$ cat src/rtl/image_capture_sequencer.sv
// Burst sequencer: times exposure per selected camera, fires the
// capture engine, then waits for done or timeout before moving on.
module image_capture_sequencer #(
  parameter int EXP_UNIT_CYCLES = 1000,
  parameter int TIMEOUT_CYCLES  = 5000000,
  parameter int CNT_W           = 24
) (
  input  logic       clk,
  input  logic       rst,
  input  logic       capture_trigger,
  input  logic       reduce_resolution,
  input  logic [1:0] cam_sel_bitmask,
  input  logic [1:0] exposure_level,
  input  logic       cap_done,
  output logic       exp_en,
  output logic       cap_start,
  output logic       cap_cam_id,
  output logic       cap_reduce,
  output logic       busy,
  output logic       seq_done,
  output logic [1:0] cam_fault,
  output logic       trig_overrun
);

  typedef enum logic [2:0] {
    IDLE,
    EXPOSE,
    START,
    WAIT_DONE,
    NEXT,
    DONE
  } state_t;

  localparam logic [CNT_W-1:0] EXP_UNIT = CNT_W'(EXP_UNIT_CYCLES);
  localparam logic [CNT_W-1:0] TO_LAST  = CNT_W'(TIMEOUT_CYCLES - 1);

  state_t           state;
  logic [CNT_W-1:0] cnt;
  logic [1:0]       mask_q;
  logic [1:0]       lvl_q;
  logic [CNT_W-1:0] exp_last;

  // Last count of the exposure window for the latched level
  always_comb begin
    exp_last = EXP_UNIT * ({{(CNT_W-2){1'b0}}, lvl_q} + CNT_W'(1))
             - CNT_W'(1);
  end

  always_ff @(posedge clk) begin
    if (rst) begin
      state        <= IDLE;
      cnt          <= '0;
      mask_q       <= '0;
      lvl_q        <= '0;
      exp_en       <= 1'b0;
      cap_start    <= 1'b0;
      cap_cam_id   <= 1'b0;
      cap_reduce   <= 1'b0;
      busy         <= 1'b0;
      seq_done     <= 1'b0;
      cam_fault    <= '0;
      trig_overrun <= 1'b0;
    end else begin
      cap_start <= 1'b0;
      seq_done  <= 1'b0;
      if (capture_trigger && state != IDLE)
        trig_overrun <= 1'b1;
      unique case (state)
        IDLE: begin
          if (capture_trigger) begin
            mask_q       <= cam_sel_bitmask;
            lvl_q        <= exposure_level;
            cap_reduce   <= reduce_resolution;
            cam_fault    <= '0;
            trig_overrun <= 1'b0;
            busy         <= 1'b1;
            cnt          <= '0;
            if (cam_sel_bitmask != 2'b00) begin
              state      <= EXPOSE;
              exp_en     <= 1'b1;
              cap_cam_id <= ~cam_sel_bitmask[0];
            end else begin
              state      <= DONE;
              seq_done   <= 1'b1;
              cap_cam_id <= 1'b0;
            end
          end
        end
        EXPOSE: begin
          if (cnt == exp_last) begin
            exp_en    <= 1'b0;
            cap_start <= 1'b1;
            state     <= START;
          end else begin
            cnt <= cnt + CNT_W'(1);
          end
        end
        START: begin
          cnt   <= '0;
          state <= WAIT_DONE;
        end
        WAIT_DONE: begin
          // A done arriving in the expiry cycle still wins
          if (cap_done) begin
            state <= NEXT;
          end else if (cnt == TO_LAST) begin
            cam_fault[cap_cam_id] <= 1'b1;
            state                 <= NEXT;
          end else begin
            cnt <= cnt + CNT_W'(1);
          end
        end
        NEXT: begin
          if (!cap_cam_id && mask_q[1]) begin
            cap_cam_id <= 1'b1;
            cnt        <= '0;
            exp_en     <= 1'b1;
            state      <= EXPOSE;
          end else begin
            seq_done <= 1'b1;
            state    <= DONE;
          end
        end
        DONE: begin
          busy  <= 1'b0;
          state <= IDLE;
        end
        default: state <= IDLE;
      endcase
    end
  end

endmodule

$ cat config.mk
export PLATFORM = sky130hd
export DESIGN_NAME = image_capture_sequencer
export DESIGN_NICKNAME = d
export VERILOG_FILES = /design/src/rtl/image_capture_sequencer.sv
export SDC_FILE = /design/constraint.sdc
export NUM_CORES = 1
export LEC_CHECK = 0
export ABC_AREA = 1
export CORE_MARGIN = 4
export CORE_UTILIZATION = 35
export DETAILED_ROUTE_END_ITERATION = 8
export GPL_ROUTABILITY_DRIVEN = 0
export PLACE_DENSITY = 0.57
export SETUP_SLACK_MARGIN = 0.3
export SLEW_MARGIN = 30
export SYNTH_ARGS = -nofsm -noshare
export SYNTH_HDL_FRONTEND = slang
export SYNTH_SLANG_ARGS = --single-unit
$ cat constraint.sdc
create_clock -name clk -period 3.2 [get_ports clk]
set_input_delay 0.48 -clock clk [delete_from_list [all_inputs] [get_ports clk]]
set_output_delay 0.48 -clock clk [all_outputs]
set_load 0.02 [all_outputs]
After elaboration in Yosys (flattened, before gate mapping)
Cells that the tools add are included.
- register bits after elaboration: 40
- input bits: 9
- output and inout port bits: 9
- word-level logic and storage cells: 94
- $add $sub $neg: 3
- multiply operators: 1
- $lt $le $gt $ge: 2
- equality and inequality tests: 16
- muxes and demuxes: 37
- bitwise gates (word level): 3
- reduce and logical (&&, ||, !) cells: 20
- operators by type and width (cell ; number):
    $mux 24 ; 5
    $pmux 24 s5 ; 1
    $add 24x1->24 const B ; 1
    $eq 24x23->1 const B ; 1
    $eq 24x24->1 ; 1
    $mux 3 ; 6
    $ne 2x2->1 const B ; 8
    $mux 1 ; 15
    $pmux 3 s5 ; 1
    $sub 13x1->14 const B ; 1
    $mul 7x3->10 const A ; 1
    $reduce_bool 2->1 ; 4
    $eq 3x2->1 const B ; 2
    $eq 3x3->1 const B ; 2
    $mux 2 ; 3
    $pmux 1 s2 ; 3
    $reduce_and 3->1 ; 2
    $reduce_and 6->1 ; 1
    $reduce_bool 3->1 ; 2
    $reduce_and 5->1 ; 1
    $reduce_bool 5->1 ; 1
    $pmux 2 s2 ; 1
    $reduce_and 2->1 ; 2
    $reduce_and 4->1 ; 1
    other kinds (13) ; 16

Depth between registers and ports, before layout
- word-level depth: 8
- depth in mapped cells: 18
- depth with buffers taken out: 18

Worst setup path after synthesis
Ideal clock, no wire load.
- kind: register to register
- start: reg lvl_q[1]
- end: reg cnt[17]
- library setup time: 0.070 ns
- arrival time: 2.725 ns
- data required time: 3.130 ns
- setup slack: 0.405 ns
- cell stages (with the launch flop): 18
- buffers on the path: 1
- period minus slack after synthesis: 2.795 ns
- cells stage by stage: dfxtp_1 > inv_1 > ha_1 > xnor2_1 > ha_1 > inv_1 > fa_1 > inv_1 > nor2_1 > nand3_1 > nor2_1 > nand2_1 > nand2_1 > nand4_4 > nand2_4 > buf_6 > nand2_2 > a21oi_2
- word-level cells in the longest chain between the ends: 6
- ends and longest elaborated chain (item ; RTL line ; source):
    start: declaration ; 40 ; logic [1:0] lvl_q;
    start signal: assignment ; 72 ; lvl_q <= exposure_level;
    $add 2x1->3 ; 45 ; exp_last = EXP_UNIT * ({{(CNT_W-2){1'b0}}, lvl_q} + CNT_W'(1))
    $mul 7x3->10 ; 45 ;
    $sub 13x1->14 ; 46 ; - CNT_W'(1);
    $eq 24x24->1 ; 90 ; if (cnt == exp_last) begin
    $ne 2x2->1 (no source line) ; - ;
    $reduce_and 6->1 (no source line) ; - ;
    end signal: assignment ; 95 ; cnt <= cnt + CNT_W'(1);
    end signal: assignment ; 110 ; cnt <= cnt + CNT_W'(1);
    end: declaration ; 38 ; logic [CNT_W-1:0] cnt;
No other way between the ends.
A chain may end at the register's enable or synchronous reset.

Worst setup path after layout
- start: reg lvl_q[0]
- end: reg cnt[0]
The elaborated chain is that of the path after synthesis.

==> metrics <==
Flop pwr share=0.426; DR WL/cell=12.94 µm; most common cell after layout, fill and taps aside=nand2_1; Worst-Skew Late Latency=0.29 ns; Reg2Reg Launch Point=lvl_q[0]$_SDFFE_PP0P_; Vias=2,979; commonest non-fill, non-tap cells in the layout=nand2_1 (127), nor2_1 (89), inv_1 (48), nand3_1 (48), dfxtp_1 (37); Final Hold Vio Count=0; Seq/Total Area, Yosys=0.2654; slowest CP cell=fa_1; Synth Net Count=505; clock tree buffer depth=2; final wirelength=7934 µm; Sink Count=39; vias in the first global route=2,849; status=finished clean; Tightest Pin Transition=roughly 0.8 ns; dpl ws=roughly 0.12 ns; Max Fclk=0.3615 GHz; Nets=528; switch share=0.3651; final setup margin=around 0.43 ns; DRT antenna net count=0; number of max-cap violations=0; power share of the clock group=0.267; routed vias/inst=4.860; Worst setup startpoint=lvl_q[0]$_SDFFE_PP0P_; pin count of the biggest net entering global routing=30; first-pass GRT wire length=~14,000 µm; CTS tree=built; die height=99.68 µm; hold_sp=cam_fault[1]$_SDFFE_PP0P_; initial antenna violation count=0; ANT cells=0; synthesis-to-finish area growth=17.74%; post-synth top area share=0.2654; Max Transition Viols Final=0; synthesized area per cell=slightly above 6 µm²; DP HPWL=5605 µm; clk slew on worst S/H paths=0.08 ns; # rows=33; Gate power share=0.307; IO Pins=18; critical path launch point type=flip-flop; total track usage=0.1676; TritonRoute pass-1 iters=4; full die area=roughly 9900 µm²; final setup fails=0; type of the most critical hold path=flip-flop to flip-flop; Post-Place Cells=598; Net Sw Power=0.0004600 W; Die X=around 100 µm; share of layout cells above drive strength 1=0.1358; GR Overflow Total=0; LEAKAGE=1.275 nW; crit path kind=flip-flop to flip-flop; Min Clock Period, post-route=2.766 ns; Post-Syn Instances=between 400 and 500; critical path capture point type=flip-flop; Setup TNS=0 ns; Initial Utilization=0.3598; DRC violations left=0; Worst Path Required=between 3 and 4 ns; Hold Buf Count CTS=0; Critical Path AT=3.00 ns; period utilization=0.8644; Iter 0 DRT Violations=206; pwr dens=between 300 and 400 nW/µm²; relative slew slack=0.4755; H-tree depth=2; Yosys warning count=0; post-synth top area cell=dfxtp_1; number of buffers created by CTS=5; largest stage delay on the critical path=0.51 ns; Finished Layout Cells=613; post-route cell area=3463 µm²; post-layout util=0.4236; Yosys reg bits=39; Crit Path Max Fanout=7; Core ar.=8175 µm²; Synth area leaders=dfxtp_1 (27%), nand2_1 (16%), nor2_1 (12%); Int Power=0.0008000 W; RSZ-0062 raised after global routing=false; synth unique cells=34; Post-Place Cell Area=3204 µm²; post-synthesis cell area=2942 µm²; Root Buffer=clkbuf_8; peak supply drop=0.2691 mV; critical path, cell by cell=inv_4, ha_4, xnor2_2, ha_2, inv_2, fa_1, inv_2, nand2_1, nand3_1, nand2_1, nand2_2, nor2_4, nand4_4, buf_12, buf_8, nand3_1, nand2_1, nor2_1; PortBufs=17; most used cell, CP=nand2_1; Worst Skew=0.005551 ns
==> flip-flops by register name (all words and copies together), names as in the netlist, named ones only <==
signal and flops:
cnt 24, cap_reduce 1, mask_q 1, cap_cam_id 1, seq_done 1, cam_fault 2, lvl_q 2, state 3
busy 1, cap_start 1, exp_en 1
==> power by group through the flow <==
stage / sequential [W] / combinational, W / clock [W]
3_5_place_dp: 0.000545 / 0.000343 / 0
6_report: 0.000536 / 0.000387 / 0.000337
3_3_place_gp: 0.000544 / 0.000341 / 0
2_1_floorplan: 0.000560 / 0.000241 / 0
5_1_grt: 0.000540 / 0.000435 / 0.000370
4_1_cts: 0.000534 / 0.000359 / 0.000349
==> stage by stage <==
step / hold slack, ns / power [W]
final: 0.4547 / 0.001260
after global routing: 0.4961 / 0.001346
after CTS: 0.4593 / 0.001242
after detailed placement: 0.4475 / 0.0008882
after global placement: 0.4381 / 0.0008851
after floorplan: 0.4526 / 0.0008011
==> layout make-up <==
class                      count  area, µm²
fill                         878       4712
multi-input combinational    376       1947
sequential                    39      783.3
timing repair buffer          27      300.3
inverter                      58      220.2
tap                          105      131.4
clock buffer                   7      76.32
clock inverter                 1      5.005
==> routing by layer <==
layer,vias up,part of all wire,GRT usage
met1,1324,0.49,0.2348
met4,0,0.014,0.04832
met3,10,0.047,0.02805
met2,73,0.45,0.2637
met5,-,0,0
li1,1572,-,-
==> synthesized netlist by cell type (all sizes together) <==
cell / instances
or2: 1
o31ai: 1
nand3b: 3
nand2: 143
o2111ai: 1
clkbuf: 5
a21oi: 30
nand3: 50
nor2: 96
buf: 8
clkinv: 3
a31oi: 1
fa: 2
o211ai: 1
nor3: 9
xnor2: 3
o21ai: 8
inv: 55
nand4: 7
dfxtp: 39
xor2: 8
ha: 10
==> worst paths after layout <==
kind | end | depth (start not counted) | slack, ns
worst min-delay path | cam_fault[1]$_SDFFE_PP0P_ | 2 | 0.45
worst max register to register | cnt[0]$_SDFFE_PP0P_ | 18 | 0.43
worst max-delay path | cnt[0]$_SDFFE_PP0P_ | 18 | 0.43
worst min register to register | cam_fault[1]$_SDFFE_PP0P_ | 2 | 0.45
==> timing repair <==
item                                    in CTS  in global routing
resized for setup                            5                 20
setup buffers                                3                  1
pin swaps                                    2                  6
gates cloned                                 2                  1
endpoints found under the setup margin      24                 29
==> logic make-up after synthesis <==
| kind of cell | Yosys count | share of synthesized area |
|---|---|---|
| AND/OR/NAND/NOR | 309 | 0.4581 |
| buffers and inverters | 71 | 0.09996 |
| AO/OA/AOI/OAI | 42 | 0.08762 |
| flip-flops | 39 | 0.2654 |
| adder cells (fa/ha/maj) | 12 | 0.05615 |
| XOR/XNOR | 11 | 0.03275 |
==> critical path, delay by kind of cell, from the launching register on <==
| kind | cells | cell delay (ns) |
|---|---|---|
| adders and majority gates | 3 | 0.97 |
| and+or+nand+nor | 9 | 0.79 |
| DFF | 1 | 0.36 |
| xor gates and xnor gates | 1 | 0.11 |
| buffers and inverters | 5 | 0.47 |
No activity file was read; power rests on OpenSTA's default activity.
